==> src/rtl/port_io_scheduler_pkg.sv <==
// Shared types and constants for the CPU port I/O scheduler.
// Latency: n/a (declarations only).
// Backpressure: n/a.
package eye_io_pkg;

  localparam int PORT_COUNT_DEF = 4;
  localparam int DATA_W_DEF     = 16;
  localparam int PORT_IDX_W     = $clog2(PORT_COUNT_DEF);
  localparam int WORDS_PER_PORT = 2;

  typedef enum logic [1:0] {
    IDLE  = 2'd0,
    SEND0 = 2'd1,
    SEND1 = 2'd2
  } io_state_e;

endpackage

==> src/rtl/port_io_scheduler_if.sv <==
// Peripheral link bundle: outbound word stream plus inbound word stream.
// Latency: n/a (wires only).
// Backpressure: outbound honours bus_ready; inbound is always accepted.
//   master (scheduler): drives bus_* except bus_ready, receives in_*
//   slave  (fabric)   : drives bus_ready and in_*, receives bus_*
interface port_io_scheduler_if #(
  parameter int PORT_COUNT = eye_io_pkg::PORT_COUNT_DEF,
  parameter int DATA_W     = eye_io_pkg::DATA_W_DEF
);
  localparam int IDX_W = $clog2(PORT_COUNT);

  logic              bus_valid;
  logic              bus_ready;
  logic [IDX_W-1:0]  bus_port;
  logic              bus_word;
  logic              bus_last;
  logic [DATA_W-1:0] bus_data;

  logic              in_valid;
  logic [IDX_W-1:0]  in_port;
  logic              in_word;
  logic [DATA_W-1:0] in_data;

  modport master (
    output bus_valid, bus_port, bus_word, bus_last, bus_data,
    input  bus_ready,
    input  in_valid, in_port, in_word, in_data
  );

  modport slave (
    input  bus_valid, bus_port, bus_word, bus_last, bus_data,
    output bus_ready,
    output in_valid, in_port, in_word, in_data
  );

endinterface

==> src/rtl/port_io_scheduler_rr_arbiter.sv <==
// Round-robin pick: first asserted req at or above ptr, wrapping to 0.
// Latency: combinational.
// Backpressure: none; caller decides when to consume the grant.
//   req[N] in, ptr in, gnt_valid out, gnt_idx out
module rr_arbiter #(
  parameter int N = 4
) (
  input  logic [N-1:0]         req,
  input  logic [$clog2(N)-1:0] ptr,
  output logic                 gnt_valid,
  output logic [$clog2(N)-1:0] gnt_idx
);
  localparam int IW = $clog2(N);

  logic [IW:0] cand;

  // Walk offsets from farthest to nearest so the nearest hit is written last.
  always_comb begin
    gnt_valid = 1'b0;
    gnt_idx   = '0;
    cand      = '0;
    for (int i = N - 1; i >= 0; i--) begin
      cand = {1'b0, ptr} + (IW+1)'(i);
      if (cand >= (IW+1)'(N)) begin
        cand = cand - (IW+1)'(N);
      end
      if (req[cand[IW-1:0]]) begin
        gnt_valid = 1'b1;
        gnt_idx   = cand[IW-1:0];
      end
    end
  end

endmodule

==> src/rtl/port_io_scheduler.sv <==
// Queues CPU port writes, round-robins them onto the peripheral link as two
//   words per port, and stages inbound words into port_d_in with freshness flags.
// Latency: inform_write at cycle n -> bus_valid at n+2; one IDLE cycle between ports.
// Backpressure: outbound beat held stable until bus_ready; inbound never stalls.
//   Ports: clk, rst_n; port_inform_write/read pulses; port_d_out (CPU words in);
//   port_d_in/port_fresh (staged words out); busy; bus (link interface, master side).
module port_io_scheduler
  import eye_io_pkg::*;
#(
  parameter int PORT_COUNT = PORT_COUNT_DEF,
  parameter int DATA_W     = DATA_W_DEF
) (
  input  logic                  clk,
  input  logic                  rst_n,
  input  logic [PORT_COUNT-1:0] port_inform_write,
  input  logic [PORT_COUNT-1:0] port_inform_read,
  input  logic [DATA_W-1:0]     port_d_out [WORDS_PER_PORT*PORT_COUNT],
  output logic [DATA_W-1:0]     port_d_in  [WORDS_PER_PORT*PORT_COUNT],
  output logic [PORT_COUNT-1:0] port_fresh,
  output logic                  busy,
  port_io_scheduler_if.master   bus
);
  localparam int IDX_W = $clog2(PORT_COUNT);

  localparam logic [1:0] ST_IDLE  = IDLE;
  localparam logic [1:0] ST_SEND0 = SEND0;
  localparam logic [1:0] ST_SEND1 = SEND1;

  logic [1:0]            state;
  logic [PORT_COUNT-1:0] pending;
  logic [PORT_COUNT-1:0] gnt_mask;
  logic [PORT_COUNT-1:0] fresh_nxt;
  logic [IDX_W-1:0]      rr_ptr;
  logic [IDX_W-1:0]      cur_port;
  logic [DATA_W-1:0]     shadow0;
  logic [DATA_W-1:0]     shadow1;
  logic                  gnt_valid;
  logic [IDX_W-1:0]      gnt_idx;
  logic                  grant;
  logic                  in_ok;

  rr_arbiter #(.N(PORT_COUNT)) u_arb (
    .req       (pending),
    .ptr       (rr_ptr),
    .gnt_valid (gnt_valid),
    .gnt_idx   (gnt_idx)
  );

  assign grant = (state == ST_IDLE) && gnt_valid;

  always_comb begin
    gnt_mask = '0;
    if (grant) begin
      gnt_mask = {{(PORT_COUNT-1){1'b0}}, 1'b1} << gnt_idx;
    end
  end

  // OR-ing the new writes after the grant clear lets a write that lands on
  // the grant cycle re-queue the port instead of being lost.
  always_ff @(posedge clk or negedge rst_n) begin
    if (!rst_n) begin
      pending <= '0;
    end else begin
      pending <= (pending & ~gnt_mask) | port_inform_write;
    end
  end

  // Words are snapshotted at grant so CPU rewrites cannot tear a transfer.
  always_ff @(posedge clk or negedge rst_n) begin
    if (!rst_n) begin
      state    <= ST_IDLE;
      rr_ptr   <= '0;
      cur_port <= '0;
      shadow0  <= '0;
      shadow1  <= '0;
    end else begin
      case (state)
        ST_IDLE: begin
          if (gnt_valid) begin
            cur_port <= gnt_idx;
            shadow0  <= port_d_out[{gnt_idx, 1'b0}];
            shadow1  <= port_d_out[{gnt_idx, 1'b1}];
            state    <= ST_SEND0;
          end
        end
        ST_SEND0: begin
          if (bus.bus_ready) begin
            state <= ST_SEND1;
          end
        end
        ST_SEND1: begin
          if (bus.bus_ready) begin
            rr_ptr <= (cur_port == IDX_W'(PORT_COUNT - 1)) ? '0 : cur_port + IDX_W'(1);
            state  <= ST_IDLE;
          end
        end
        default: state <= ST_IDLE;
      endcase
    end
  end

  // Bus outputs decode straight from registered state, so reset drops them at once.
  assign bus.bus_valid = (state != ST_IDLE);
  assign bus.bus_word  = (state == ST_SEND1);
  assign bus.bus_last  = (state == ST_SEND1);
  assign bus.bus_port  = cur_port;
  assign bus.bus_data  = (state == ST_SEND1) ? shadow1 : shadow0;

  assign busy = (state != ST_IDLE) || (|pending);

  // Guard only matters for non-power-of-two port counts.
  assign in_ok = bus.in_valid && (int'(bus.in_port) < PORT_COUNT);

  always_comb begin
    fresh_nxt = port_fresh & ~port_inform_read;
    if (in_ok && bus.in_word) begin
      fresh_nxt[bus.in_port] = 1'b1;
    end
  end

  always_ff @(posedge clk or negedge rst_n) begin
    if (!rst_n) begin
      for (int i = 0; i < WORDS_PER_PORT * PORT_COUNT; i++) begin
        port_d_in[i] <= '0;
      end
      port_fresh <= '0;
    end else begin
      if (in_ok) begin
        port_d_in[{bus.in_port, bus.in_word}] <= bus.in_data;
      end
      port_fresh <= fresh_nxt;
    end
  end

endmodule

==> src/flat_wrapper.sv <==
// flat-port wrapper written by rule: the top's interface ports become plain ports
module port_io_scheduler_flat import eye_io_pkg::*;
#(
  parameter int PORT_COUNT = PORT_COUNT_DEF,
  parameter int DATA_W     = DATA_W_DEF
)
  (clk, rst_n, port_inform_write, port_inform_read, port_d_out, port_d_in, port_fresh, busy, bus_bus_valid, bus_bus_port, bus_bus_word, bus_bus_last, bus_bus_data, bus_bus_ready, bus_in_valid, bus_in_port, bus_in_word, bus_in_data);
  port_io_scheduler_if #(.PORT_COUNT(PORT_COUNT), .DATA_W(DATA_W)) bus_i ();
  input  logic clk;
  input  logic rst_n;
  input  logic [PORT_COUNT-1:0] port_inform_write;
  input  logic [PORT_COUNT-1:0] port_inform_read;
  input  logic [DATA_W-1:0] port_d_out[WORDS_PER_PORT*PORT_COUNT];
  output logic [DATA_W-1:0] port_d_in[WORDS_PER_PORT*PORT_COUNT];
  output logic [PORT_COUNT-1:0] port_fresh;
  output logic busy;
  output wire logic [$bits(bus_i.bus_valid)-1:0] bus_bus_valid;
  output wire logic [$bits(bus_i.bus_port)-1:0] bus_bus_port;
  output wire logic [$bits(bus_i.bus_word)-1:0] bus_bus_word;
  output wire logic [$bits(bus_i.bus_last)-1:0] bus_bus_last;
  output wire logic [$bits(bus_i.bus_data)-1:0] bus_bus_data;
  input wire logic [$bits(bus_i.bus_ready)-1:0] bus_bus_ready;
  input wire logic [$bits(bus_i.in_valid)-1:0] bus_in_valid;
  input wire logic [$bits(bus_i.in_port)-1:0] bus_in_port;
  input wire logic [$bits(bus_i.in_word)-1:0] bus_in_word;
  input wire logic [$bits(bus_i.in_data)-1:0] bus_in_data;
  assign bus_bus_valid = bus_i.bus_valid;
  assign bus_bus_port = bus_i.bus_port;
  assign bus_bus_word = bus_i.bus_word;
  assign bus_bus_last = bus_i.bus_last;
  assign bus_bus_data = bus_i.bus_data;
  assign bus_i.bus_ready = bus_bus_ready;
  assign bus_i.in_valid = bus_in_valid;
  assign bus_i.in_port = bus_in_port;
  assign bus_i.in_word = bus_in_word;
  assign bus_i.in_data = bus_in_data;
  port_io_scheduler #(.PORT_COUNT(PORT_COUNT), .DATA_W(DATA_W)) u_core (.clk(clk), .rst_n(rst_n), .port_inform_write(port_inform_write), .port_inform_read(port_inform_read), .port_d_out(port_d_out), .port_d_in(port_d_in), .port_fresh(port_fresh), .busy(busy), .bus(bus_i));
endmodule
==> config.mk <==
export PLATFORM = sky130hd
export DESIGN_NAME = port_io_scheduler_flat
export DESIGN_NICKNAME = d
export VERILOG_FILES = /design/src/rtl/port_io_scheduler_pkg.sv /design/src/rtl/port_io_scheduler_if.sv /design/src/rtl/port_io_scheduler_rr_arbiter.sv /design/src/rtl/port_io_scheduler.sv /design/src/flat_wrapper.sv
export SDC_FILE = /design/constraint.sdc
export NUM_CORES = 1
export LEC_CHECK = 0
export ABC_CLOCK_PERIOD_IN_PS = 1900
export CAP_MARGIN = 20
export CORE_MARGIN = 2
export CORE_UTILIZATION = 39
export CTS_CLUSTER_SIZE = 25
export DETAILED_ROUTE_END_ITERATION = 12
export GPL_ROUTABILITY_DRIVEN = 0
export PLACE_DENSITY = 0.77
export SLEW_MARGIN = 15
export SYNTH_ARGS = -nofsm -noshare
export SYNTH_HDL_FRONTEND = slang
export SYNTH_SLANG_ARGS = --single-unit
==> constraint.sdc <==
create_clock -name clk -period 1.9 [get_ports clk]
set_clock_uncertainty 0.05 [all_clocks]
set_input_delay 0.285 -clock clk [delete_from_list [all_inputs] [get_ports clk]]
set_output_delay 0.285 -clock clk [all_outputs]
set_load 0.005 [all_outputs]
==> results.txt <==
GRT overflow = 0
Max Slew Vio Count = 0
Crit path max-delay family = buffers and inverters
Total wire length = 26200 µm
# setup viols final = 48
Final Hold Vio Count = 0
Post-synthesis sequential area ratio = 56.7%
Vias in the first global route = 6676
Fmax = 485 MHz
P per Cell Area = 1610 mW/mm²
Kind of critical path = register to output pin
Antenna-violating nets left = 0
First-pass GRT wire length = 38500 µm
Maximum VDD drop = 1.27 mV
Ranking of synthesized cells by area = dfrtp_1, mux2_2, mux2i_1
Drt pass-1 iters = 4
Placed Instance Area = 0.0115 mm²
Gr usage total = 24.8%
CP startpoint kind = register
Worst-Skew Late Latency = 0.42 ns
EDFF count, synth = 0
Failing checks = negative setup slack
Min Clock Period, post-route = 2.06 ns
WP data required = 1.56 ns
Residual DRC = 0
Nets = 1087
CTS tree = built
Initial DRC Count = 227
Vias = 6242
Port Buffers = 312
Layout cells sized above 1 = 39.4%
Final Worst Setup Slack = -0.162 ns
Relative slew slack = 60.9%
DR WL/cell = 21.7 µm
Clock net sink count = 174
Fill count = 1347
Hold WC Path Type = primary input to asynchronous set/reset pin
Main synth FF type = dfrtp_1
Dpl hpwl = 16900 µm
Synth Instances = 541
Clock power share = 16.0%
Final instance area = 0.0134 mm²
Die X = 144 µm
Die Y = 144 µm
Mapped Nets = 701
Critical Path End Type = output pin
Inst Count DP = 1133
Sequential share of power = 25.7%
Antenna violations before repair = 1
Starting Density = 39.6%
H-tree depth = 4
Share of the synthesized area in the top cell type = 56.7%
CTS Buf Count = 17
Leak Pwr = 5.67 nW
P_sw = 7.01 mW
Logic pwr share = 58.4%
Worst-path clk slew = 0.07 ns
Fin cells = 1206
Most frequent CP cell = buf_6
Syn_area_per_cell = 14.2 µm²
Dominant cell type by area after synthesis = dfrtp_1
Largest net degree at the start of global routing = 54
Slowest stage delay, CP = 0.41 ns
Die ar. = 0.0208 mm²
Synthesized cell area = 0.00768 mm²
Synth Register Bits = 174
Crit path buf inv count = 3
MaxCap Viol Count = 0
P_int = 14.6 mW
CP max-delay cell = dfrtp_1
Worst path arrival time = 1.73 ns
Cell with the most instances after synthesis = dfrtp_1
Tightest Pin Transition = 0.587 ns
Unrepaired setup endpoints after global routing = true
Longest Clk Path Bufs = 2
Commonest cells in the netlist = dfrtp_1, mux2_2, mux2i_1
Core ar. = 0.0194 mm²
Status = finished, violations left
Final Power = 21.6 mW
Fin crit share = 109%
Core Rows = 51
Via density = 5.18
Area Overhead vs Synth = 74.9%
Netlist cell types = 38
I/O pin count = 313
Worst path cell trace = nor2b_4, buf_6, buf_16, mux2_4, buf_6
Asr flop ratio synth = 100%
Sum of negative setup slack = -4.27 ns
Yosys Warn Count = 0
Root Buffer Master = clkbuf_16
CP Max Fanout = 5
Switching Share = 32.5%
## registers in the layout, indices dropped and copies added (netlist names)
register / flops
u_core.shadow0: 16
u_core.port_fresh: 4
u_core.state: 2
u_core.rr_ptr: 2
u_core.pending: 4
u_core.shadow1: 16
u_core.port_d_in: 128
u_core.bus.bus_port: 2
## what timing repair did
item / 4_1_cts / 5_1_grt
hold buffers: 1 / 0
cloned: 14 / 2
endpoints found under the setup margin: 54 / 57
pin swaps: 26 / 21
gates resized for setup: 205 / 45
endpoints found under the hold margin: 46 / 0
setup buffers: 24 / 5
## power by group through the flow
stage                     Sequential [mW]  Clock, mW  Combinational, mW
after floorplan                      5.37          0               4.32
after CTS                            5.49       3.52               11.8
final                                5.53       3.45               12.6
after detailed placement             5.47          0               7.89
after global placement               5.43          0               7.76
after global routing                 5.63       3.66               13.2
## area by class of cell
| type | count | area (µm²) | share of cell area, % |
|---|---|---|---|
| Sequential cell | 174 | 4360 | 32.4 |
| Clock inverter | 12 | 126 | 0.941 |
| Antenna cell | 1 | 2.50 | 0.0186 |
| Inverter | 7 | 26.3 | 0.196 |
| Multi-Input combinational cell | 327 | 3730 | 27.8 |
| Clock buffer | 20 | 457 | 3.40 |
| Tap cell | 265 | 332 | 2.47 |
| Timing Repair Buffer | 400 | 4400 | 32.8 |
## layout by cell type, fill, tap and decap left out, types with 3 or more instances in the layout
master	count
a21o_1	3
mux2_4	17
a2bb2oi_2	32
buf_6	30
clkdlybuf4s50_1	291
clkbuf_16	19
nand2b_1	4
nand4b_1	3
buf_4	35
mux2i_4	15
buf_16	9
inv_1	7
clkinvlp_4	4
nand2_1	8
mux2i_1	32
o21ai_0	4
mux2_2	129
buf_8	3
o21ai_1	35
dfrtp_1	173
clkinv_4	3
buf_12	24
mux2i_2	17
## logic make-up (layout without fill, tap and decap cells)
| logic type | after synthesis | after routing | synth area share [%] |
|---|---|---|---|
| mux | 210 | 210 | 29.7 |
| flops | 174 | 174 | 56.7 |
| compound gates | 82 | 82 | 7.56 |
| buf+inv | 40 | 439 | 3.14 |
| other cells | 0 | 1 | 0 |
| simple gates | 34 | 34 | 2.74 |
| fa+ha+maj | 1 | 1 | 0.163 |
## layer usage
metal / vias to the layer above / share of wire, % / track usage [%]
met5: - / 0 / 0
met4: 0 / 3.2 / 10.2
met3: 48 / 6.2 / 6.39
met2: 265 / 53 / 44.2
met1: 3163 / 38 / 28.4
li1: 2766 / - / -
## final timing paths
check	start	end	slack [ns]	cells past startpoint
min in group clk	port_inform_read[1]	u_core.port_fresh[1]	0.38	2
setup reg to reg	u_core.rr_ptr[0]	u_core.shadow0[1]	-0.13	8
max in group asynchronous	rst_n	u_core.port_d_in[63]	0.82	3
hold reg to reg	u_core.port_fresh[0]	u_core.port_fresh[0]	0.43	1
setup / recovery	u_core.state[0]	bus_bus_data[2]	-0.16	5
hold / removal	rst_n	u_core.port_d_in[72]	0.37	2
## through the flow
stage	util, %	setup WS, ns	hold WS, ns
floorplan	-	0.0328	-0.0606
global placement	59.5	-0.136	0.248
detailed placement	59.5	-0.194	0.248
CTS	68.4	-0.206	0.359
global route	69.3	-0.205	0.382
finish	69.3	-0.162	0.366
(Power assumes the default switching activity.)
